**src/rtl/mem_port_arbiter_if.sv**
```systemverilog
// Fetch/data request ports and unified memory bus of mem_port_arbiter.
// slave = arbiter side, master = requesters plus memory.
interface mem_port_arbiter_if #(
  parameter int ADDR_WIDTH = 32,
  parameter int DATA_WIDTH = 32
);
  logic                  if_req_i;
  logic [ADDR_WIDTH-1:0] if_addr_i;
  logic                  flush_i;
  logic [DATA_WIDTH-1:0] if_rdata_o;
  logic                  if_ready_o;
  logic                  dm_req_i;
  logic                  dm_we_i;
  logic [ADDR_WIDTH-1:0] dm_addr_i;
  logic [DATA_WIDTH-1:0] dm_wdata_i;
  logic [DATA_WIDTH-1:0] dm_rdata_o;
  logic                  dm_ready_o;
  logic                  mem_en_o;
  logic                  mem_we_o;
  logic [ADDR_WIDTH-1:0] mem_addr_o;
  logic [DATA_WIDTH-1:0] mem_wdata_o;
  logic [DATA_WIDTH-1:0] mem_rdata_i;
  logic                  grant_o;
  logic                  stall_o;

  modport slave (
    input  if_req_i, if_addr_i, flush_i,
    output if_rdata_o, if_ready_o,
    input  dm_req_i, dm_we_i, dm_addr_i, dm_wdata_i,
    output dm_rdata_o, dm_ready_o,
    output mem_en_o, mem_we_o, mem_addr_o, mem_wdata_o,
    input  mem_rdata_i,
    output grant_o, stall_o
  );

  modport master (
    output if_req_i, if_addr_i, flush_i,
    input  if_rdata_o, if_ready_o,
    output dm_req_i, dm_we_i, dm_addr_i, dm_wdata_i,
    input  dm_rdata_o, dm_ready_o,
    input  mem_en_o, mem_we_o, mem_addr_o, mem_wdata_o,
    output mem_rdata_i,
    input  grant_o, stall_o
  );
endinterface

```
**src/rtl/mem_port_arbiter.sv**
```systemverilog
// Shares one single-ported memory between fetch and data ports,
// DM-first with a starvation guard, fixed wait states per access.
module mem_port_arbiter #(
  parameter int ADDR_WIDTH  = 32,
  parameter int DATA_WIDTH  = 32,
  parameter int WAIT_STATES = 1
) (
  input  logic               clk,
  input  logic               reset,
  mem_port_arbiter_if.slave  bus
);
  typedef enum logic [1:0] {IDLE, ACCESS, RESP} state_e;

  localparam logic [2:0] WS = 3'(WAIT_STATES);

  state_e                state_q, state_d;
  logic                  owner_q, owner_d;
  logic [ADDR_WIDTH-1:0] addr_q, addr_d;
  logic                  we_q, we_d;
  logic [DATA_WIDTH-1:0] wdata_q, wdata_d;
  logic [2:0]            cnt_q, cnt_d;
  logic [1:0]            starve_q, starve_d;
  logic                  flush_seen_q, flush_seen_d;
  logic [DATA_WIDTH-1:0] rbuf_q, rbuf_d;
  logic [DATA_WIDTH-1:0] if_rdata_q, if_rdata_d;
  logic [DATA_WIDTH-1:0] dm_rdata_q, dm_rdata_d;

  logic access, if_rdy, dm_rdy;
  logic grant_dm, grant_if;

  always_comb begin
    state_d      = state_q;
    owner_d      = owner_q;
    addr_d       = addr_q;
    we_d         = we_q;
    wdata_d      = wdata_q;
    cnt_d        = cnt_q;
    starve_d     = starve_q;
    flush_seen_d = flush_seen_q;
    rbuf_d       = rbuf_q;
    if_rdata_d   = if_rdata_q;
    dm_rdata_d   = dm_rdata_q;
    grant_dm     = 1'b0;
    grant_if     = 1'b0;
    access       = (state_q == ACCESS);
    // a flush seen at any point, even during RESP, kills the fetch
    if_rdy = (state_q == RESP) && !owner_q
           && !flush_seen_q && !bus.flush_i;
    dm_rdy = (state_q == RESP) && owner_q;

    if (!bus.if_req_i) starve_d = 2'd0;

    unique case (state_q)
      IDLE: begin
        if (bus.dm_req_i && starve_q < 2'd2) begin
          grant_dm = 1'b1;
        end else if (bus.if_req_i && !bus.flush_i) begin
          grant_if = 1'b1;
        end else if (bus.dm_req_i) begin
          grant_dm = 1'b1;
        end
        if (grant_dm || grant_if) begin
          owner_d      = grant_dm;
          addr_d       = grant_dm ? bus.dm_addr_i : bus.if_addr_i;
          we_d         = grant_dm & bus.dm_we_i;
          wdata_d      = grant_dm ? bus.dm_wdata_i : '0;
          cnt_d        = WS;
          flush_seen_d = 1'b0;
          state_d      = ACCESS;
        end
        if (grant_if) begin
          starve_d = 2'd0;
        end else if (grant_dm && bus.if_req_i && starve_q != 2'd3) begin
          starve_d = starve_q + 2'd1;
        end
      end
      ACCESS: begin
        flush_seen_d = flush_seen_q | bus.flush_i;
        if (cnt_q == 3'd0) begin
          if (!we_q) rbuf_d = bus.mem_rdata_i;
          state_d = RESP;
        end else begin
          cnt_d = cnt_q - 3'd1;
        end
      end
      RESP: begin
        if (if_rdy) if_rdata_d = rbuf_q;
        if (dm_rdy && !we_q) dm_rdata_d = rbuf_q;
        state_d = IDLE;
      end
      default: state_d = IDLE;
    endcase
  end

  always_ff @(posedge clk or negedge reset) begin
    if (!reset) begin
      state_q      <= IDLE;
      owner_q      <= 1'b0;
      addr_q       <= '0;
      we_q         <= 1'b0;
      wdata_q      <= '0;
      cnt_q        <= '0;
      starve_q     <= '0;
      flush_seen_q <= 1'b0;
      rbuf_q       <= '0;
      if_rdata_q   <= '0;
      dm_rdata_q   <= '0;
    end else begin
      state_q      <= state_d;
      owner_q      <= owner_d;
      addr_q       <= addr_d;
      we_q         <= we_d;
      wdata_q      <= wdata_d;
      cnt_q        <= cnt_d;
      starve_q     <= starve_d;
      flush_seen_q <= flush_seen_d;
      rbuf_q       <= rbuf_d;
      if_rdata_q   <= if_rdata_d;
      dm_rdata_q   <= dm_rdata_d;
    end
  end

  // read data is presented during the ready pulse, then held
  assign bus.mem_en_o    = access;
  assign bus.mem_we_o    = access && cnt_q == 3'd0 && we_q;
  assign bus.mem_addr_o  = access ? addr_q : '0;
  assign bus.mem_wdata_o = access ? wdata_q : '0;
  assign bus.if_ready_o  = if_rdy;
  assign bus.dm_ready_o  = dm_rdy;
  assign bus.if_rdata_o  = if_rdy ? rbuf_q : if_rdata_q;
  assign bus.dm_rdata_o  = (dm_rdy && !we_q) ? rbuf_q : dm_rdata_q;
  assign bus.grant_o     = owner_q;
  assign bus.stall_o     = (bus.if_req_i & ~if_rdy & ~bus.flush_i)
                         | (bus.dm_req_i & ~dm_rdy);
endmodule

```
**src/flat_wrapper.sv**
```systemverilog
// flat-port wrapper written by rule: the top's interface ports become plain ports
module mem_port_arbiter_flat 
#(
  parameter int ADDR_WIDTH  = 32,
  parameter int DATA_WIDTH  = 32,
  parameter int WAIT_STATES = 1
)
  (clk, reset, bus_if_req_i, bus_if_addr_i, bus_flush_i, bus_if_rdata_o, bus_if_ready_o, bus_dm_req_i, bus_dm_we_i, bus_dm_addr_i, bus_dm_wdata_i, bus_dm_rdata_o, bus_dm_ready_o, bus_mem_en_o, bus_mem_we_o, bus_mem_addr_o, bus_mem_wdata_o, bus_mem_rdata_i, bus_grant_o, bus_stall_o);
  mem_port_arbiter_if #(.ADDR_WIDTH(ADDR_WIDTH), .DATA_WIDTH(DATA_WIDTH)) bus_i ();
  input  logic clk;
  input  logic reset;
  input wire logic [$bits(bus_i.if_req_i)-1:0] bus_if_req_i;
  input wire logic [$bits(bus_i.if_addr_i)-1:0] bus_if_addr_i;
  input wire logic [$bits(bus_i.flush_i)-1:0] bus_flush_i;
  output wire logic [$bits(bus_i.if_rdata_o)-1:0] bus_if_rdata_o;
  output wire logic [$bits(bus_i.if_ready_o)-1:0] bus_if_ready_o;
  input wire logic [$bits(bus_i.dm_req_i)-1:0] bus_dm_req_i;
  input wire logic [$bits(bus_i.dm_we_i)-1:0] bus_dm_we_i;
  input wire logic [$bits(bus_i.dm_addr_i)-1:0] bus_dm_addr_i;
  input wire logic [$bits(bus_i.dm_wdata_i)-1:0] bus_dm_wdata_i;
  output wire logic [$bits(bus_i.dm_rdata_o)-1:0] bus_dm_rdata_o;
  output wire logic [$bits(bus_i.dm_ready_o)-1:0] bus_dm_ready_o;
  output wire logic [$bits(bus_i.mem_en_o)-1:0] bus_mem_en_o;
  output wire logic [$bits(bus_i.mem_we_o)-1:0] bus_mem_we_o;
  output wire logic [$bits(bus_i.mem_addr_o)-1:0] bus_mem_addr_o;
  output wire logic [$bits(bus_i.mem_wdata_o)-1:0] bus_mem_wdata_o;
  input wire logic [$bits(bus_i.mem_rdata_i)-1:0] bus_mem_rdata_i;
  output wire logic [$bits(bus_i.grant_o)-1:0] bus_grant_o;
  output wire logic [$bits(bus_i.stall_o)-1:0] bus_stall_o;
  assign bus_i.if_req_i = bus_if_req_i;
  assign bus_i.if_addr_i = bus_if_addr_i;
  assign bus_i.flush_i = bus_flush_i;
  assign bus_if_rdata_o = bus_i.if_rdata_o;
  assign bus_if_ready_o = bus_i.if_ready_o;
  assign bus_i.dm_req_i = bus_dm_req_i;
  assign bus_i.dm_we_i = bus_dm_we_i;
  assign bus_i.dm_addr_i = bus_dm_addr_i;
  assign bus_i.dm_wdata_i = bus_dm_wdata_i;
  assign bus_dm_rdata_o = bus_i.dm_rdata_o;
  assign bus_dm_ready_o = bus_i.dm_ready_o;
  assign bus_mem_en_o = bus_i.mem_en_o;
  assign bus_mem_we_o = bus_i.mem_we_o;
  assign bus_mem_addr_o = bus_i.mem_addr_o;
  assign bus_mem_wdata_o = bus_i.mem_wdata_o;
  assign bus_i.mem_rdata_i = bus_mem_rdata_i;
  assign bus_grant_o = bus_i.grant_o;
  assign bus_stall_o = bus_i.stall_o;
  mem_port_arbiter #(.ADDR_WIDTH(ADDR_WIDTH), .DATA_WIDTH(DATA_WIDTH), .WAIT_STATES(WAIT_STATES)) u_core (.clk(clk), .reset(reset), .bus(bus_i));
endmodule
```
**config.mk**
```make
export PLATFORM = sky130hd
export DESIGN_NAME = mem_port_arbiter_flat
export DESIGN_NICKNAME = d
export VERILOG_FILES = /design/src/rtl/mem_port_arbiter_if.sv /design/src/rtl/mem_port_arbiter.sv /design/src/flat_wrapper.sv
export SDC_FILE = /design/constraint.sdc
export NUM_CORES = 1
export LEC_CHECK = 0
export ABC_AREA = 1
export ABC_CLOCK_PERIOD_IN_PS = 2700
export CORE_MARGIN = 2
export CORE_UTILIZATION = 51
export CTS_BUF_LIST = sky130_fd_sc_hd__clkbuf_8
export DETAILED_ROUTE_END_ITERATION = 8
export HOLD_SLACK_MARGIN = 0.12
export MAX_ROUTING_LAYER = met4
export PLACE_DENSITY = 0.95
export SYNTH_ARGS = -nofsm -noshare
export SYNTH_HDL_FRONTEND = slang
export SYNTH_SLANG_ARGS = --single-unit
```
**constraint.sdc**
```tcl
create_clock -name clk -period 2.7 [get_ports clk]
set_input_delay 0.405 -clock clk [delete_from_list [all_inputs] [get_ports clk]]
set_output_delay 0.405 -clock clk [all_outputs]
set_load 0.02 [all_outputs]
```
==> reports/metrics.cfg <==
[worst_setup_path]
crit_required_ps=2300
path_class=reg2out
crit_chain=inv_1 -> nand2_2 -> buf_12 -> nor2_1 -> clkdlybuf4s50_1
ff2ff_setup_slack_ps=800
startpoint=u_core.state_q[1]
critPathArrivalTime_ps=2170
cp_top_family=buffers and inverters
crit_fanout=64
crit_path_start_kind=flip-flop
critPathBufInv=3
r2r-start=u_core.cnt_q[0]
cpMaxStageDelayCell=clkdlybuf4s50_1
reg2regPathDepth=9
worst_setup_path_end_kind=output port
reg2reg_to=u_core.rbuf_q[2]
max_stage_delay_ps=630

[worst_hold_path]
min_to=u_core.dm_rdata_q[3]
hold_depth=2
hold_class=reg2reg
worstHoldStart=u_core.dm_rdata_q[3]

[floorplanning]
core.rowCount=45
die_area_sq_mm=0.0163
io_pins=268
core_sq_mm=0.0151
fp.dieW_microns=128
start_util=0.517
die_h_microns=128

[layout]
area_delta_synth_final_pct=41.6
final_common_cell=nand2_1
ff_latch_area_sq_mm=0.00425
antenna_cells=0
final_util=0.733
drive_gt1_frac=0.0548
fillers=1086
final_cell_mix=206 x nand2_1, 188 x clkdlybuf4s50_1, 178 x inv_1
nNetsFinal=1382
multi_input_area_sq_mm=0.00266

[yosys]
syn_area_sq_mm=0.00781
synth_cells=997
synth_seq_cells=170
ys.flop_type=dfrtp_1
synth.avg_cell_area_sq_um=7.83
ys_types=25
synth-edff-count=0
yosys_warnings=0
async_flop_share=1.00
syn_nets=1134
yosysSeqAreaShare=0.545

[job]
maxCapViolCount=0

[sta]
hold_viol=0
relSlewSlack=0.557
setup_viol=0
max_freq_mhz=388
fin_skew_ps=14.0
finalCritPeriodShare=0.955
period_needed_ps=2580
slew_violations=0
tightest_slew_ps=664

[placed_design]
dp_hpwl_microns=14700
gp_congestion=0.861
portBuffers=267

[grt]
grt_pass1_wl_microns=33000
grtUsageTotal=0.263
antenna_found_initial=0
grt_pass1_vias=6903
grt_max_degree=101
grt-ovfl-total=0

[pwr]
ir_drop_uv=574
power_leakage_uw=0.00616
power_density_mw_per_mm2=1020
power.total_uw=11300

[clock_tree]
clock_latency_ps=460
cts_sinks=170
cts_tree=yes
numCtsBuffers=17
clk_root_buffer_cell=clkbuf_8
clkTransAtPathRegs_ps=80
cts-htree-levels=4
cts_buffer_depth=2

[run_status]
outcome=complete, no violations

[drt]
wl_microns=20500
wl_per_cell_microns=14.2
via_count=7155
drt_iter0_drc=562
routed_via_density=4.95
drc=0
drtPass1Iterations=8
antenna_left=0

## metrics by stage
step / TNS, ps / hold slack [ps] / setup WS (ps) / instances / cell area, sq um
3_5_place_dp: 0 / 454 / 24.1 / 1411 / 10700
5_1_grt: -0.922 / 500 / -0.922 / 1446 / 11100
2_1_floorplan: 0 / 109 / 553 / 997 / 7810
3_3_place_gp: 0 / 447 / 151 / 1411 / 10700
4_1_cts: 0 / 485 / 1.84 / 1444 / 11000
6_report: 0 / 482 / 122 / 1446 / 11100
## routing by layer
layer / up-vias / track usage / share of wire
met4: 0 / 0.120 / 0.039
met1: 3298 / 0.316 / 0.41
met5: - / - / 0
met3: 57 / 0.0563 / 0.054
met2: 241 / 0.429 / 0.50
li1: 3559 / - / -
## worst max path at each step
stage | endpoint | depth (start not counted) | slack [ps]
after global placement | bus_if_rdata_o[11] | 6 | 150
after CTS | bus_dm_rdata_o[2] | 5 | 2
after floorplan | bus_dm_rdata_o[21] | 6 | 550
after detailed placement | bus_if_rdata_o[29] | 6 | 20
final | bus_mem_wdata_o[17] | 5 | 120
after global routing | bus_mem_wdata_o[2] | 5 | -0.9
## flip-flops by register name (all words and copies together), names as in the netlist, 2 cells and up
signal,flops
u_core.if_rdata_q,32
u_core.rbuf_q,32
u_core.wdata_q,32
u_core.cnt_q,3
u_core.dm_rdata_q,32
u_core.state_q,2
u_core.addr_q,32
u_core.starve_q,2
## area by class of cell
class,count,share of cell area
Clock buffer,20,0.0249
Clock inverter,12,0.00702
Inverter,176,0.0597
Multi-Input combinational cell,595,0.241
Sequential cell,170,0.385
Tap cell,188,0.0213
Timing Repair Buffer,285,0.261
## worst register-to-register path, cell delays in order (launching register included)
cell and delay (ps):
dfrtp_1 360, inv_1 60, ha_1 190, ha_1 190
inv_1 100, nor2_2 60, nand2_2 50, buf_4 490
nor2_1 160, a21oi_1 180
## synth_stat cells (2+ instances only)
library cell / instances / area, sq um
inv_1: 175 / 657
ha_1: 3 / 37.5
clkbuf_1: 21 / 78.8
nor2_2: 2 / 12.5
nor2_1: 106 / 398
buf_1: 6 / 22.5
nand2_1: 208 / 781
o21ai_0: 154 / 771
buf_2: 26 / 130
dfrtp_1: 170 / 4250
a21oi_1: 32 / 160
nand2_2: 2 / 12.5
nand3_1: 69 / 345
o21ai_1: 12 / 60.1
## where the power goes
part           switching, uW  leakage (uW)  total, uW  internal, uW
Sequential               390       0.00212       3980          3590
Combinational           3570       0.00386       5740          2170
Clock                    909      0.000181       1610           700
## what timing repair did
action / 4_1_cts / 5_1_grt
gates resized for setup: 42 / 67
pin swaps: 1 / 0
buffers inserted: 0 / 2
endpoints found under the hold margin: 66 / 0
hold buffers: 1 / 0
setup endpoints to repair: 44 / 58
## cells by family after synthesis
family                     count (synthesis)  share of synthesized area
and+or+nand+nor                          390                      0.202
AOI/OAI and AO/OA                        202                      0.131
adders and majority gates                  3                    0.00481
DFF                                      170                      0.545
buffers and inverters                    232                      0.117
Power figures use the tool's default switching activity.
